<file path="config.mk">
export PLATFORM = sky130hd
export DESIGN_NAME = sar_adc_ctrl_nb
export DESIGN_NICKNAME = d
export VERILOG_FILES = /design/src/rtl/sar_adc_ctrl_nb.sv
export SDC_FILE = /design/constraint.sdc
export NUM_CORES = 1
export LEC_CHECK = 0
export CAP_MARGIN = 20
export CORE_MARGIN = 2
export CORE_UTILIZATION = 51
export CTS_BUF_LIST = sky130_fd_sc_hd__clkbuf_16
export DETAILED_ROUTE_END_ITERATION = 10
export PLACE_DENSITY = 0.77
export SETUP_SLACK_MARGIN = 0.15
export SLEW_MARGIN = 20
export SYNTH_ARGS = -nofsm -noshare
export SYNTH_HDL_FRONTEND = slang
export SYNTH_SLANG_ARGS = --single-unit
export TNS_END_PERCENT = 1
</file>
<file path="constraint.sdc">
create_clock -name clk -period 2.2 [get_ports clk]
set_input_delay 0.55 -clock clk [delete_from_list [all_inputs] [get_ports clk]]
set_output_delay 0.55 -clock clk [all_outputs]
set_load 0.05 [all_outputs]
</file>
<file path="src/rtl/sar_adc_ctrl_nb.sv">
// rtl/sar_adc_ctrl_nb.sv - offset-calibrated, averaging SAR ADC conversion controller
//
// Runs an N-bit successive-approximation conversion against an external
// comparator using a 4-phase fire_comp/comp_done handshake. A calibration run
// stores the comparator offset. Later results are offset-corrected and
// saturated. 2^AVG_LOG2 conversions are averaged per start request.
//
// Optional feature macro: SAR_CMP_TIMEOUT_EN (comparator handshake timeout, cmp_err)
//
// Ports:
//   clk        system clock, all logic on posedge
//   rst        synchronous active-high reset
//   st_conv    start request, acted on only in IDLE
//   cal        sampled with st_conv; 1 = calibration run
//   sample     sample/hold track enable
//   dac_value  current SAR trial code to the DAC
//   fire_comp  comparator strobe request
//   comp_done  comparator acknowledge
//   comp_in    comparator decision, 1 = keep trial bit
//   result     corrected, averaged result, held until next adc_done
//   adc_done   one-cycle pulse when result updates
//   busy       high from accepted start until adc_done
//   offset     signed stored comparator offset (WIDTH+1 bits)
//   cmp_err    sticky handshake timeout flag, cleared at each accepted start
module sar_adc_ctrl_nb #(
   parameter int WIDTH       = 10,
   parameter int AVG_LOG2    = 0,
   parameter int SAMPLE_CYC  = 2,
   parameter int CMP_TIMEOUT = 15
) (
   input  logic             clk,
   input  logic             rst,
   input  logic             st_conv,
   input  logic             cal,
   output logic             sample,
   output logic [WIDTH-1:0] dac_value,
   output logic             fire_comp,
   input  logic             comp_done,
   input  logic             comp_in,
   output logic [WIDTH-1:0] result,
   output logic             adc_done,
   output logic             busy,
   output logic [WIDTH:0]   offset,
   output logic             cmp_err
);

   localparam int AW = WIDTH + AVG_LOG2;
   localparam int IW = $clog2(WIDTH);
   localparam int SW = (SAMPLE_CYC > 1) ? $clog2(SAMPLE_CYC) : 1;
   localparam int CW = AVG_LOG2 + 1;
   localparam logic [CW-1:0]  LAST_CONV = CW'((1 << AVG_LOG2) - 1);
   localparam logic [WIDTH:0] MID_CODE  = (WIDTH+1)'(1) << (WIDTH - 1);

   typedef enum logic [2:0] {
      S_IDLE, S_SAMPLE, S_FIRE, S_RELEASE, S_ACCUM, S_FINISH
   } state_t;

   state_t                   state, state_nxt;
   logic [SW-1:0]            samp_cnt;
   logic [IW-1:0]            bit_idx;
   logic [AW-1:0]            acc;
   logic [CW-1:0]            conv_cnt;
   logic                     cal_run;
   logic                     tmo_hit;
   logic                     start, samp_last, fire_go, rel_go;
   logic [WIDTH-1:0]         raw;
   logic signed [WIDTH+1:0]  corr;
   logic [WIDTH-1:0]         corr_sat;

   always_ff @(posedge clk) begin
      if (rst) state <= S_IDLE;
      else     state <= state_nxt;
   end

   always_comb begin
      state_nxt = state;
      sample    = 1'b0;
      fire_comp = 1'b0;
      busy      = 1'b1;
      start     = 1'b0;
      samp_last = 1'b0;
      fire_go   = 1'b0;
      rel_go    = 1'b0;
      case (state)
         S_IDLE: begin
            busy = 1'b0;
            if (st_conv) begin
               start     = 1'b1;
               state_nxt = S_SAMPLE;
            end
         end
         S_SAMPLE: begin
            sample = 1'b1;
            if (samp_cnt == SW'(SAMPLE_CYC - 1)) begin
               samp_last = 1'b1;
               state_nxt = S_FIRE;
            end
         end
         S_FIRE: begin
            fire_comp = 1'b1;
            if (comp_done || tmo_hit) begin
               fire_go   = 1'b1;
               state_nxt = S_RELEASE;
            end
         end
         S_RELEASE: begin
            if (!comp_done || tmo_hit) begin
               rel_go    = 1'b1;
               state_nxt = (bit_idx == '0) ? S_ACCUM : S_FIRE;
            end
         end
         S_ACCUM:  state_nxt = (conv_cnt == LAST_CONV) ? S_FINISH : S_SAMPLE;
         S_FINISH: state_nxt = S_IDLE;
         default:  state_nxt = S_IDLE;
      endcase
   end

   // Truncating average, then offset correction clamped to the code range.
   assign raw = acc[AW-1:AVG_LOG2];
   assign corr = $signed({2'b00, raw}) - $signed({offset[WIDTH], offset});

   always_comb begin
      corr_sat = corr[WIDTH-1:0];
      if (corr[WIDTH+1])  corr_sat = '0;
      else if (corr[WIDTH]) corr_sat = '1;
   end

   always_ff @(posedge clk) begin
      if (rst) begin
         dac_value <= '0;
         samp_cnt  <= '0;
         bit_idx   <= '0;
         acc       <= '0;
         conv_cnt  <= '0;
         cal_run   <= 1'b0;
         result    <= '0;
         adc_done  <= 1'b0;
         offset    <= '0;
      end else begin
         adc_done <= 1'b0;
         case (state)
            S_IDLE: begin
               dac_value <= '0;
               samp_cnt  <= '0;
               if (start) begin
                  cal_run  <= cal;
                  acc      <= '0;
                  conv_cnt <= '0;
               end
            end
            S_SAMPLE: begin
               if (samp_last) begin
                  samp_cnt  <= '0;
                  bit_idx   <= IW'(WIDTH - 1);
                  dac_value <= {1'b1, {(WIDTH-1){1'b0}}};
               end else begin
                  samp_cnt <= samp_cnt + 1'b1;
               end
            end
            S_FIRE: begin
               // A timeout without an ack counts as comp_in = 0.
               if (fire_go && !(comp_done && comp_in)) dac_value[bit_idx] <= 1'b0;
            end
            S_RELEASE: begin
               if (rel_go && bit_idx != '0) begin
                  bit_idx                       <= bit_idx - 1'b1;
                  dac_value[bit_idx - 1'b1]     <= 1'b1;
               end
            end
            S_ACCUM: begin
               acc       <= acc + AW'(dac_value);
               conv_cnt  <= conv_cnt + 1'b1;
               dac_value <= '0;
            end
            S_FINISH: begin
               adc_done <= 1'b1;
               if (cal_run) begin
                  offset <= {1'b0, raw} - MID_CODE;
                  result <= raw;
               end else begin
                  result <= corr_sat;
               end
            end
            default: ;
         endcase
      end
   end

`ifdef SAR_CMP_TIMEOUT_EN
   localparam int TW = $clog2(CMP_TIMEOUT + 1);
   logic [TW-1:0] tmo_cnt;

   // Restarts on every state change so FIRE and RELEASE each get a full window.
   always_ff @(posedge clk) begin
      if (rst || state_nxt != state)                 tmo_cnt <= '0;
      else if (state == S_FIRE || state == S_RELEASE) tmo_cnt <= tmo_cnt + 1'b1;
   end

   assign tmo_hit = (state == S_FIRE || state == S_RELEASE) &&
                    (tmo_cnt == TW'(CMP_TIMEOUT - 1));

   always_ff @(posedge clk) begin
      if (rst || start) begin
         cmp_err <= 1'b0;
      end else if (tmo_hit && ((state == S_FIRE && !comp_done) ||
                               (state == S_RELEASE && comp_done))) begin
         cmp_err <= 1'b1;
      end
   end
`else
   // No timeout: FIRE and RELEASE wait for the comparator indefinitely.
   assign tmo_hit = 1'b0 & (CMP_TIMEOUT > 0);
   assign cmp_err = 1'b0;
`endif

endmodule
</file>
# Yosys cells after proc, flatten, opt, wreduce, memory -nomap -nowiden
# Index checks and enable logic that the tools add are counted.
# classes
mux	39
n_lt_le_gt_ge	4
reduce_logical	20
eq_ne	13
n_addsub	6
bitwise_logic	3
# ops
operator	n
two-way mux 10 bit	7
one-hot mux 10 bit (4 select lines)	1
one-hot mux 10 bit (2 select lines)	1
two-way mux 3 bit	6
two-way mux 1 bit	16
!= test 2 bit, second input constant	8
one-hot mux 3 bit (5 select lines)	1
subtractor 11 x 11 -> 12 bit	1
subtractor 10 x 10 -> 11 bit, second input constant	1
adder 10 bit	1
bitwise AND 10 bit	1
< comparator 4 x 5 -> 1 bit, second input constant	2
NOT 10 bit	1
OR 10 bit	1
demux 1 bit (select 4 bit)	2
>= comparator 4 x 1 -> 1 bit, second input constant	2
two-way mux 4 bit	2
one-hot mux 4 bit (2 select lines)	1
AND reduction 4 bit	2
nonzero test 4 bit	2
equality test 3 x 2 -> 1 bit, second input constant	2
equality test 3 bit, second input constant	2
AND reduction 2 bit	3
nonzero test 2 bit	3
10 further kinds	16
# totals
input_bits	6
elab_cells	95
output_inout_bits	36
regBits	52

# Longest topological paths before layout
# logic_depth
depth_word	8
ltp_mapped	10

# Worst setup path before layout
# Ideal clock, no wire load.
# synth_path
kind	register -> register
start	register state[0]
end	register bit_idx[2]
stages_incl_launch_ff	9
setup_slack_ns	-0.331
required_time_ns	2.072
period_less_slack_ns	2.531
arrival_time_ns	2.404
cell_sequence	dfxtp_1 buf_2 inv_1 nor3_1 nand2_1 nand2_1 o21ai_0 a22oi_1 nor2_1
# synth_via
elab_chain_len	5
# synth_rtl
element	line	text
start: declaration	58	state_t state, state_nxt;
start signal: assignment	72	else state <= state_nxt;
equality test 3 x 2 -> 1 bit	84, 141	
two-way mux 1 bit	84	case (state)
logical AND 1 bit	165	if (rel_go && bit_idx != '0) begin
!= test 2 bit (no source line)	-	
AND reduction 3 bit (no source line)	-	
end signal: assignment	154	bit_idx <= IW'(WIDTH - 1);
end signal: assignment	166	bit_idx <= bit_idx - 1'b1;
end: declaration	60	logic [IW-1:0] bit_idx;
# Several ways; a longest one is shown, not always the timed one.
# A chain may end at the register's enable or synchronous reset.

# Worst setup path in the final report
# layout_path
start	register offset[2]
end	register result[8]
# layout_via
elab_chain_len	4
# layout_rtl
element	line	text
start: declaration	43	output logic [WIDTH:0] offset,
start signal: assignment	178	offset <= {1'b0, raw} - MID_CODE;
subtractor 11 x 11 -> 12 bit *	120	assign corr = $signed({2'b00, raw}) - $signed({offset[WIDTH], offset});
two-way mux 10 bit	125	else if (corr[WIDTH]) corr_sat = '1;
two-way mux 10 bit *	124	if (corr[WIDTH+1]) corr_sat = '0;
two-way mux 10 bit *	177	if (cal_run) begin
end signal: assignment	179	result <= raw;
end signal: assignment	181	result <= corr_sat;
end: declaration	40	output logic [WIDTH-1:0] result,
# Every way passes the cells marked *; elsewhere a longest branch is shown, timed or not.

==> summary.txt <==
Yosys
  • Sequential area share after synthesis: 29.9%
  • Synth Flop Type: dfxtp_1
  • Unique masters post-synth: 63
  • Count leader, synth: nor2_1
  • Yosys top cell by area: dfxtp_1
  • Mapped Nets: 465
  • Mapped Area: 3410 µm²
  • Synth Area per Inst: 7.90 µm²
  • Post-Syn Instances: 432
  • Synth Warn #: 0
  • Top cells by area, synth: dfxtp_1 (30%), ha_1 (9.2%), a21oi_1 (6.0%)
  • Commonest cells post-synth: nor2_1 (52), dfxtp_1 (51), nand2_1 (45)
  • Ys async rst share: 0%
  • EDFF count, synth: 0
  • Synth Register Bits: 51
  • Post-synth top area share: 29.9%

Detailed routing
  • Via/cell ratio: 5.90
  • DRT antenna net count: 0
  • Number of DRC markers in iteration 0: 201
  • # DRC: 3
  • Post-DR wirelength/cell: 17.1 µm
  • Vias: 3540
  • Drt pass-1 iters: 8
  • WL final: 10.2 mm

Clocking
  • TritonCTS Buffers: 5
  • TritonCTS clock tree: yes
  • Reg clk slew, reported paths: 0.07 ns
  • Root Buffer: clkbuf_16
  • H-tree Lvls: 2
  • Later-pin clock latency in the skew report: 0.29 ns
  • Number of clock sinks: 51
  • Post-cts hold buffer count: 0
  • Clk buf depth: 2

Power and ir drop
  • Net Sw Frac: 25.0%
  • Power Internal: 1570 µW
  • VDD IR-drop max: 0.000310 V
  • NetSw: 523 µW
  • Logic gate share of total power: 12.0%
  • Seq pwr share: 45.2%
  • Pwr/cell area: 433 nW/µm²
  • Clock share of power: 42.8%
  • Leakage: 0.00220 µW

Critical path
  • Worst Path Arrival: 2.48 ns
  • Worst R2R Path Depth: 10
  • CP Launch Type: flop
  • Worst R2R End: result[8]
  • Crit Path Class: reg2reg
  • Crit. End Element: flop
  • Required @ worst endpoint: 2.42 ns
  • FF-to-FF Start: offset[2]
  • R2R Setup Slk: -0.07 ns
  • Crit-path max FO: 4

STA
  • Fin. Hold Viols: 0
  • Worst Clk Skew: 0.00413 ns
  • Setup TNS: -0.112 ns
  • Setup ws final: -0.0662 ns
  • RSZ-0062 raised after global routing: yes
  • Max Freq: 0.441 GHz
  • Slew Limit Fails: 0
  • Worst slew pin tran: 0.572 ns
  • Period minus WS final: 2.27 ns
  • Final setup vio count: 5
  • Final Cycle Share: 103%
  • Worst slew margin: 61.8%

Floorplanning
  • Die footprint: 7370 µm²
  • Vert. Die Dim: 85.8 µm
  • Core area: 6420 µm²
  • Die width: 85.8 µm
  • Initial Utilization: 53.2%
  • # IOs: 42
  • FP Rows: 29

Global routing
  • Met1 usage: 33.3%
  • Overflow after GRT: 0
  • First-pass GRT wire length: 15.9 mm
  • Met3 usage: 5.10%
  • Largest net degree at the start of global routing: 24
  • Busiest grt layer: met2
  • GR Layer Usage met2: 46.5%
  • Initial antenna violation count: 0
  • Total track usage: 26.9%
  • Number of global-route vias before repair: 3430

Status
  • Status: finished with violations
  • Failing checks: design-rule violations, negative setup slack

Layout
  • Area grow syn2layout: 41.5%
  • Layout cells sized above 1: 29.8%
  • Fill count: 454
  • # diodes: 0
  • Final Core Density: 75.2%
  • Nets@finish: 555
  • Number of non-filler instances in the completed layout: 600

Worst hold path
  • Hold depth: 2
  • Worst Hold End: result[0]
  • Worst Hold Launch: result[0]
  • Hold WC Path Type: reg2reg

Placed design
  • Dpl ws: -0.222 ns
  • Post-Place Cells: 586
  • Count of port buffers added during placement: 40
  • Dpl hpwl: 7.15 mm
  • Gpl congestion: 0.936

Run
  • Max cap viols: 0
## area by class of cell
type                       instances  area, µm²  area share (%)
clock inverter                     3       38.8           0.803
sequential                        51       1040            21.5
inverter                          26       97.6            2.02
timing repair buffer             105        981            20.3
tap                               77       96.3            1.99
clock buffer                       5        125            2.59
multi-input combinational        333       2450            50.8
## power groups by stage
stage	Clock, µW	Sequential, µW	Combinational [µW]
after floorplan	0	964	140
after global placement	0	964	207
after detailed placement	0	964	209
after CTS	884	943	211
after global routing	920	947	270
final	895	945	251
## flip-flops by register name, summed over array words and instances, names as in the netlist, 3 cells and up
signal and cells:
bit_idx 4, state 3, offset 10, acc 10, dac_value 10, result 10
## cells in the final DEF, fill, tap and decap left out, types with 4 or more instances in the layout
cell | netlist | layout
a21oi_1 | 41 | 37
a21oi_2 | 1 | 4
a22oi_1 | 9 | 9
a31oi_1 | 16 | 15
and3_1 | 4 | 4
buf_12 | 0 | 4
buf_4 | 4 | 63
clkbuf_16 | 0 | 5
clkdlybuf4s50_1 | 0 | 19
dfxtp_1 | 51 | 38
dfxtp_2 | 0 | 13
dlymetal6s2s_1 | 0 | 16
ha_1 | 25 | 19
ha_4 | 0 | 4
inv_1 | 25 | 22
nand2_1 | 45 | 45
nand2b_1 | 5 | 5
nand3_1 | 12 | 11
nor2_1 | 52 | 47
nor2_2 | 0 | 4
nor2b_1 | 6 | 4
nor3_1 | 14 | 9
nor3_2 | 4 | 6
o21a_1 | 6 | 5
o21ai_0 | 19 | 11
o21ai_1 | 0 | 5
o21bai_1 | 8 | 6
xnor2_1 | 9 | 9
## logic make-up (layout without fill, tap and decap cells)
family / count (synthesis) / after routing / share of synthesized area [%]
simple gates: 163 / 163 / 23.5
compound gates: 131 / 131 / 26.5
flops: 51 / 51 / 29.9
buf+inv: 48 / 139 / 6.78
fa+ha+maj: 27 / 27 / 10.3
xor+xnor: 11 / 11 / 2.82
other cells: 1 / 1 / 0.110
## worst max-delay path by stage
stage / start / to / cells after the start
6_report: offset[2] / result[8] / 10
5_1_grt: offset[2] / result[8] / 10
4_1_cts: offset[1] / result[9] / 9
3_5_place_dp: comp_done / dac_value[1] / 8
3_3_place_gp: comp_done / dac_value[5] / 7
2_1_floorplan: offset[9] / result[9] / 8
## metrics by stage
stage	total power (µW)	hold WS (ns)	cell area [µm²]
after floorplan	1100	0.468	3420
after global placement	1170	0.458	4250
final	2090	0.470	4830
after CTS	2040	0.471	4530
after detailed placement	1170	0.462	4250
after global routing	2140	0.502	4830
## metal layers
layer  wire [µm]  part of all wire, %
met1        4360                   43
met2        5180                   51
met3         482                  4.7
met4         219                  2.1
met5           0                    0
## critical path: stages (launching register included)
cell	delay (ns)
dfxtp_2	0.34
inv_1	0.06
ha_4	0.26
nor2b_2	0.16
o31a_1	0.35
buf_4	0.16
o221a_4	0.27
o21ai_2	0.14
nand2_1	0.07
a41o_2	0.26
a31oi_1	0.12
## timing repair
| item | in CTS | in global routing |
|---|---|---|
| gates resized for setup | 27 | 70 |
| setup endpoints to repair | 40 | 50 |
| buffers inserted | 1 | 5 |
| pin swaps | 6 | 26 |
| endpoints found under the hold margin | 0 | 0 |
(Power assumes the default switching activity.)
